File: config.mk
export PLATFORM = sky130hd
export DESIGN_NAME = signal_generator_mc
export DESIGN_NICKNAME = d
export VERILOG_FILES = /design/src/rtl/signal_generator_mc.sv
export SDC_FILE = /design/constraint.sdc
export NUM_CORES = 1
export LEC_CHECK = 0
export CAP_MARGIN = 15
export CORE_MARGIN = 4
export CORE_UTILIZATION = 48
export CTS_CLUSTER_DIAMETER = 50
export DETAILED_ROUTE_END_ITERATION = 10
export GPL_TIMING_DRIVEN = 0
export MAX_ROUTING_LAYER = met4
export PLACE_DENSITY = 0.76
export SETUP_SLACK_MARGIN = 0.02
export SKIP_LAST_GASP = 1
export SLEW_MARGIN = 20
export SYNTH_ARGS = -nofsm -noshare
export SYNTH_HDL_FRONTEND = slang
export SYNTH_SLANG_ARGS = --single-unit
File: constraint.sdc
create_clock -name wb_clk_i -period 8.3 [get_ports wb_clk_i]
set_input_delay 1.66 -clock wb_clk_i [delete_from_list [all_inputs] [get_ports wb_clk_i]]
set_output_delay 1.66 -clock wb_clk_i [all_outputs]
set_load 0.03 [all_outputs]
File: src/rtl/signal_generator_mc.sv
// Multi-channel NCO waveform generator (square/saw/triangle/DC) with per-channel PWM DAC
// outputs, configured through a Wishbone slave and resynchronised by register or external pin.
module signal_generator_mc #(
    parameter int          NUM_CH   = 4,
    parameter int          ACC_W    = 24,
    parameter int          OUT_W    = 8,
    parameter logic [31:0] BASE_ADR = 32'h3000_0000,
    parameter int          PIN_BASE = 8,
    parameter int          SYNC_PIN = 7
) (
    input  logic        wb_clk_i,
    input  logic        wb_rst_i,
    input  logic        wbs_cyc_i,
    input  logic        wbs_stb_i,
    input  logic        wbs_we_i,
    input  logic [3:0]  wbs_sel_i,
    input  logic [31:0] wbs_adr_i,
    input  logic [31:0] wbs_dat_i,
    output logic        wbs_ack_o,
    output logic [31:0] wbs_dat_o,
    input  logic [26:0] io_in,
    output logic [26:0] io_out,
    output logic [26:0] io_oeb
);

    localparam logic [31:0] ID_VAL = {8'h5C, 8'(NUM_CH), 8'(ACC_W), 8'(OUT_W)};

    function automatic logic [31:0] f_merge(input logic [31:0] old_v,
                                            input logic [31:0] new_v,
                                            input logic [3:0]  sel);
        logic [31:0] m;
        m = old_v;
        for (int b = 0; b < 4; b++) begin
            if (sel[b]) m[8*b +: 8] = new_v[8*b +: 8];
        end
        return m;
    endfunction

    function automatic logic [OUT_W-1:0] f_sample(input logic [OUT_W-1:0] p,
                                                  input logic [1:0]       mode,
                                                  input logic [OUT_W-1:0] level);
        logic [OUT_W-1:0] dbl;
        logic [OUT_W-1:0] s;
        dbl = {p[OUT_W-2:0], 1'b0};
        case (mode)
            2'd0:    s = p[OUT_W-1] ? level : '0;
            2'd1:    s = p;
            2'd2:    s = p[OUT_W-1] ? ~dbl : dbl;
            default: s = level;
        endcase
        return s;
    endfunction

    logic [ACC_W-1:0]  r_acc   [NUM_CH];
    logic [ACC_W-1:0]  r_freq  [NUM_CH];
    logic [OUT_W-1:0]  r_level [NUM_CH];
    logic [1:0]        r_mode  [NUM_CH];
    logic [NUM_CH-1:0] r_en;
    logic [OUT_W-1:0]  w_s     [NUM_CH];
    logic [NUM_CH-1:0] r_pin_p1;
    logic [OUT_W-1:0]  r_cnt;

    logic        r_ack;
    logic [31:0] r_dat;
    logic        r_ext_en;
    logic [2:0]  r_sync_sr;

    logic        w_hit;
    logic        w_wr;
    logic [5:0]  w_word;
    logic [2:0]  w_ch_sel;
    logic [1:0]  w_reg_sel;
    logic        w_ch_space;
    logic        w_sync_wr;
    logic        w_ext_rise;
    logic        w_sync;
    logic [31:0] w_rdata;
    logic        w_unused;

    assign w_hit      = wbs_cyc_i & wbs_stb_i & (wbs_adr_i[31:8] == BASE_ADR[31:8]) & ~r_ack;
    assign w_wr       = w_hit & wbs_we_i;
    assign w_word     = wbs_adr_i[7:2];
    assign w_ch_sel   = wbs_adr_i[6:4];
    assign w_reg_sel  = wbs_adr_i[3:2];
    assign w_ch_space = ~wbs_adr_i[7] & ({1'b0, w_ch_sel} < 4'(NUM_CH));

    // A sync edge always wins over the accumulator increment of the same cycle.
    assign w_sync_wr  = w_wr & (w_word == 6'h20) & wbs_sel_i[0] & wbs_dat_i[0];
    assign w_ext_rise = r_ext_en & r_sync_sr[1] & ~r_sync_sr[2];
    assign w_sync     = w_sync_wr | w_ext_rise;

    assign w_unused   = ^{io_in, wbs_adr_i[1:0]};

    // Channel configuration and phase accumulators
    always_ff @(posedge wb_clk_i) begin
        if (!wb_rst_i) begin
            for (int k = 0; k < NUM_CH; k++) begin
                r_acc[k]   <= '0;
                r_freq[k]  <= '0;
                r_level[k] <= '0;
                r_mode[k]  <= '0;
            end
            r_en <= '0;
        end else begin
            for (int k = 0; k < NUM_CH; k++) begin
                if (w_sync) begin
                    r_acc[k] <= '0;
                end else if (r_en[k]) begin
                    r_acc[k] <= r_acc[k] + r_freq[k];
                end
                if (w_wr && w_ch_space && (w_ch_sel == 3'(k))) begin
                    case (w_reg_sel)
                        2'd0: {r_mode[k], r_en[k]} <=
                                  3'(f_merge({29'd0, r_mode[k], r_en[k]}, wbs_dat_i, wbs_sel_i));
                        2'd1: r_freq[k]  <= ACC_W'(f_merge(32'(r_freq[k]), wbs_dat_i, wbs_sel_i));
                        2'd2: r_level[k] <= OUT_W'(f_merge(32'(r_level[k]), wbs_dat_i, wbs_sel_i));
                        default: ;
                    endcase
                end
            end
        end
    end

    // Bus response, global control and external sync synchroniser
    always_ff @(posedge wb_clk_i) begin
        if (!wb_rst_i) begin
            r_ack     <= 1'b0;
            r_dat     <= '0;
            r_ext_en  <= 1'b0;
            r_sync_sr <= '0;
        end else begin
            r_ack     <= w_hit;
            r_dat     <= (w_hit && !wbs_we_i) ? w_rdata : '0;
            r_sync_sr <= {r_sync_sr[1:0], io_in[SYNC_PIN]};
            if (w_wr && (w_word == 6'h20) && wbs_sel_i[0]) begin
                r_ext_en <= wbs_dat_i[1];
            end
        end
    end

    always_comb begin
        w_rdata = '0;
        if (w_ch_space) begin
            for (int k = 0; k < NUM_CH; k++) begin
                if (w_ch_sel == 3'(k)) begin
                    case (w_reg_sel)
                        2'd0:    w_rdata = {29'd0, r_mode[k], r_en[k]};
                        2'd1:    w_rdata = 32'(r_freq[k]);
                        2'd2:    w_rdata = 32'(r_level[k]);
                        default: w_rdata = 32'(r_acc[k][ACC_W-1 -: OUT_W]);
                    endcase
                end
            end
        end else if (w_word == 6'h20) begin
            w_rdata = {30'd0, r_ext_en, 1'b0};
        end else if (w_word == 6'h21) begin
            w_rdata = ID_VAL;
        end
    end

    always_comb begin
        for (int k = 0; k < NUM_CH; k++) begin
            w_s[k] = f_sample(r_acc[k][ACC_W-1 -: OUT_W], r_mode[k], r_level[k]);
        end
    end

    // PWM stage: shared carrier, one registered comparator per channel
    always_ff @(posedge wb_clk_i) begin
        if (!wb_rst_i) begin
            r_cnt    <= '0;
            r_pin_p1 <= '0;
        end else begin
            r_cnt <= r_cnt + 1'b1;
            for (int k = 0; k < NUM_CH; k++) begin
                r_pin_p1[k] <= r_en[k] & (w_s[k] > r_cnt);
            end
        end
    end

    always_comb begin
        io_out = '0;
        io_oeb = '1;
        for (int k = 0; k < NUM_CH; k++) begin
            io_out[PIN_BASE+k] = r_pin_p1[k];
            io_oeb[PIN_BASE+k] = ~r_en[k];
        end
    end

    assign wbs_ack_o = r_ack;
    assign wbs_dat_o = r_dat;

endmodule
==> results of run 1 <==
==> layout make-up <==
class	instances	share of cell area [%]
buffer	132	3.37
clock buffer	54	5.56
clock inverter	16	0.674
inverter	42	0.745
multi-input combinational	1357	45.2
sequential	278	36.9
tap	504	2.98
timing repair buffer	96	4.54
==> logic make-up (layout without fill, tap and decap cells) <==
group	Yosys count	after routing	share of synthesized area (%)
buffers and inverters	174	340	4.82
adder cells (fa/ha/maj)	129	129	9.11
other	2	50	0.0416
multiplexers	91	91	6.04
AND/OR/NAND/NOR	587	587	16.9
flip-flops	278	278	43.2
AO/OA/AOI/OAI	407	407	15.3
XOR/XNOR	93	93	4.51
==> worst min path at each step <==
stage / startpoint / end / slack, ns / depth (start not counted)
floorplan: r_sync_sr[0] / r_sync_sr[1] / 0.41 / 1
global placement: r_sync_sr[0] / r_sync_sr[1] / 0.44 / 1
detailed placement: r_sync_sr[0] / r_sync_sr[1] / 0.44 / 1
CTS: r_sync_sr[0] / r_sync_sr[1] / 0.45 / 1
global route: r_sync_sr[0] / r_sync_sr[1] / 0.48 / 1
finish: r_sync_sr[0] / r_sync_sr[1] / 0.45 / 1
==> sequential cells by signal, indices dropped and copies added, names as in the netlist <==
signal / cells
r_sync_sr: 3
r_pin_p1: 4
r_level: 32
r_ext_en: 1
r_cnt: 8
r_mode: 8
wbs_dat_o: 25
wbs_ack_o: 1
r_freq: 96
r_en: 4
r_acc: 96
==> through the flow <==
stage	cell area, µm²	power, W	utilization, %
3_5_place_dp	19800	0.00215	53.8
6_report	21100	0.00381	57.4
3_3_place_gp	19800	0.00214	53.8
2_1_floorplan	18200	0.00199	-
5_1_grt	21100	0.00394	57.4
4_1_cts	21100	0.00382	57.3
==> power groups by stage <==
| stage | combinational (W) | sequential, W | clock [W] |
|---|---|---|---|
| finish | 0.000532 | 0.00161 | 0.00167 |
| global route | 0.000582 | 0.00161 | 0.00174 |
| CTS | 0.000523 | 0.00161 | 0.00169 |
| detailed placement | 0.000519 | 0.00164 | 0 |
| global placement | 0.000505 | 0.00163 | 0 |
| floorplan | 0.000384 | 0.00160 | 0 |
==> layer usage <==
| metal | track usage [%] | vias to the layer above | routed length (µm) | share of wire [%] |
|---|---|---|---|---|
| li1 | - | 6803 | - | - |
| met1 | 35.6 | 6955 | 23100 | 43 |
| met2 | 39.0 | 683 | 23400 | 44 |
| met3 | 3.95 | 149 | 4490 | 8.4 |
| met4 | 11.3 | 0 | 2640 | 4.9 |
| met5 | - | - | 0 | 0 |
==> placed cells by master, fill, tap and decap left out, types with 38 or more instances in the layout <==
| cell type | synthesis | final |
|---|---|---|
| edfxtp_1 | 224 | 224 |
| nor2_1 | 156 | 156 |
| and2_1 | 139 | 139 |
| ha_1 | 125 | 125 |
| a21oi_1 | 122 | 122 |
| clkdlybuf4s50_1 | 0 | 96 |
| nand2_1 | 85 | 82 |
| clkbuf_1 | 56 | 60 |
| mux2i_1 | 55 | 55 |
| buf_4 | 54 | 54 |
| dfxtp_1 | 54 | 54 |
| xor2_1 | 50 | 50 |
| conb_1 | 2 | 50 |
| a21o_1 | 46 | 46 |
| a211oi_1 | 45 | 45 |
| xnor2_1 | 43 | 43 |
| clkbuf_16 | 0 | 43 |
| nor2b_1 | 42 | 42 |
| inv_1 | 41 | 41 |
| nor3_1 | 40 | 40 |
| o21ai_0 | 38 | 38 |
==> worst reg2reg max path, delay by kind of cell, from the launching register on <==
family	cells	cell delay [ns]
flip-flops	1	0.37
AND/OR/NAND/NOR	1	0.18
AO/OA/AOI/OAI	7	2.03
buffers and inverters	1	0.08
adder cells (fa/ha/maj)	2	0.66
==> qor.yml, run 1 <==
status: "completed"
worst_pin_slew_ns: 1.07
setup_violations: 0
antenna_found_initial: 0
cellPowerDensity_nw_per_um2: 180
regArea_um2: 7810
synthTopCellsByCount: "edfxtp_1 (224), nor2_1 (156), and2_1 (139)"
p_sw_w: 0.00101
synth-seq-cells: 278
rsz0062_at_grt: "no"
leakage_nw: 8.36
antenna_left: 0
post_cts_buffers: 0
cpPeakStageDelay_ns: 0.66
drive_gt1_share_pct: 9.87
tritoncts: "built"
whs_ns: 0.447
syn-instance-count: 1761
cts-resized-gates: 0
cts-root-buf: "clkbuf_16"
synthArstFlopShare_pct: 0
path_class: "input pin to flop"
drt_iter0_drc: 1490
synth_top_area_share_pct: 37.3
globalRoute.totalOverflow: 0
yosysMostFrequentCell: "edfxtp_1"
row_count: 70
reg2regPathDepth: 11
avgSynthCellArea_um2: 10.3
fin_crit_ns: 4.75
synth_edf_count: 224
fin_nets: 2174
fillCellCount: 3117
syn_area_um2: 18100
dr.pass1.iters: 6
grt_use_total_pct: 26.1
grt_pass1_vias: 13900
drc: 0
setup_slack_ns: 3.55
worst_r2r_endpoint: "r_acc[1][22]"
drv_slew: 0
wirelength_um: 53600
cp.arrival_ns: 4.94
port_buffers: 96
worst-path-buf-inv: 2
place.gp.congestion: 1.02
die_height_um: 202
hpwl_um: 41900
holdCritPathClass: "flop to flop"
cp-end-kind: "flop"
synth_area_leaders: "edfxtp_1 (37%), ha_1 (8.7%), dfxtp_1 (6.0%)"
cts_buffer_depth: 3
diodes: 0
cp_slowest_cell: "nor2_1"
path_depth: 9
clk_pin_slew_ns: 0.06
detail_route.vias_per_cell: 5.89
sequentialPowerShare_pct: 42.2
coreArea_um2: 36900
instances_no_fill: 2479
setup_tns_ns: 0
required_ns: 8.49
synth.distinct_cells: 79
area_delta_synth_final_pct: 17.2
wl_per_cell_um: 21.6
multi_input_area_um2: 9560
p_comb_share_pct: 14.0
max_slew_margin_pct: 28.7
cp_top_family: "simple AND/OR/NAND/NOR gates"
die_w_um: 202
post-place-ws_ns: 3.01
io_pins: 187
synth_flop_cell: "edfxtp_1"
r2r_setup_slack_ns: 4.73
synth.yosys.warnings: 0
htree_levels: 2
crit_path_end: "r_freq[0][23]"
numCtsBuffers: 38
yosysTopAreaCell: "edfxtp_1"
die_area_um2: 40800
placed_cells: 2409
period_share_pct: 57.2
hold_violations: 0
ys_seq_area_share_pct: 43.2
cts_num_sinks: 278
fmax_ghz: 0.210
grt_max_degree: 25
path_max_fanout: 10
skew_ns: 0.0119
cell_internal_pwr_w: 0.00280
crit_chain: "clkdlybuf4s50_1 -> nor4_1 -> nand4_1 -> nor3_2 -> nand4_1 -> nor2_1 -> clkbuf_1 -> nand2_1 -> nand2_1"
clk_latency_ns: 0.53
maxCapViolations: 0
hold_buffers: 0
startpoint_type: "input pin"
start_util_pct: 49.0
startpoint: "wbs_adr_i[18]"
clock_power_share_pct: 43.9
swShare_pct: 26.5
regToRegStartpoint: "r_freq[1][0]"
grt_pass1_wl_um: 81000
via_count: 14600
peakVddDrop_uv: 156
Power figures use the tool's default switching activity.
==> inputs of run 2 (changes only) <==
clock period = 4.4 ns   (was 8.3 ns; I/O delays follow)
==> results of run 2 <==
The final DEF is identical to that of run 1. Status: completed.
Main changes from that run: setup slack after placement 3.01 ns -> -0.109 ns; setup slack after layout 3.55 ns -> 0.428 ns; register-to-register setup slack 4.73 ns -> 0.83 ns; total power 0.00381 W -> 0.00719 W; worst IR drop on VDD 156 µV -> 294 µV
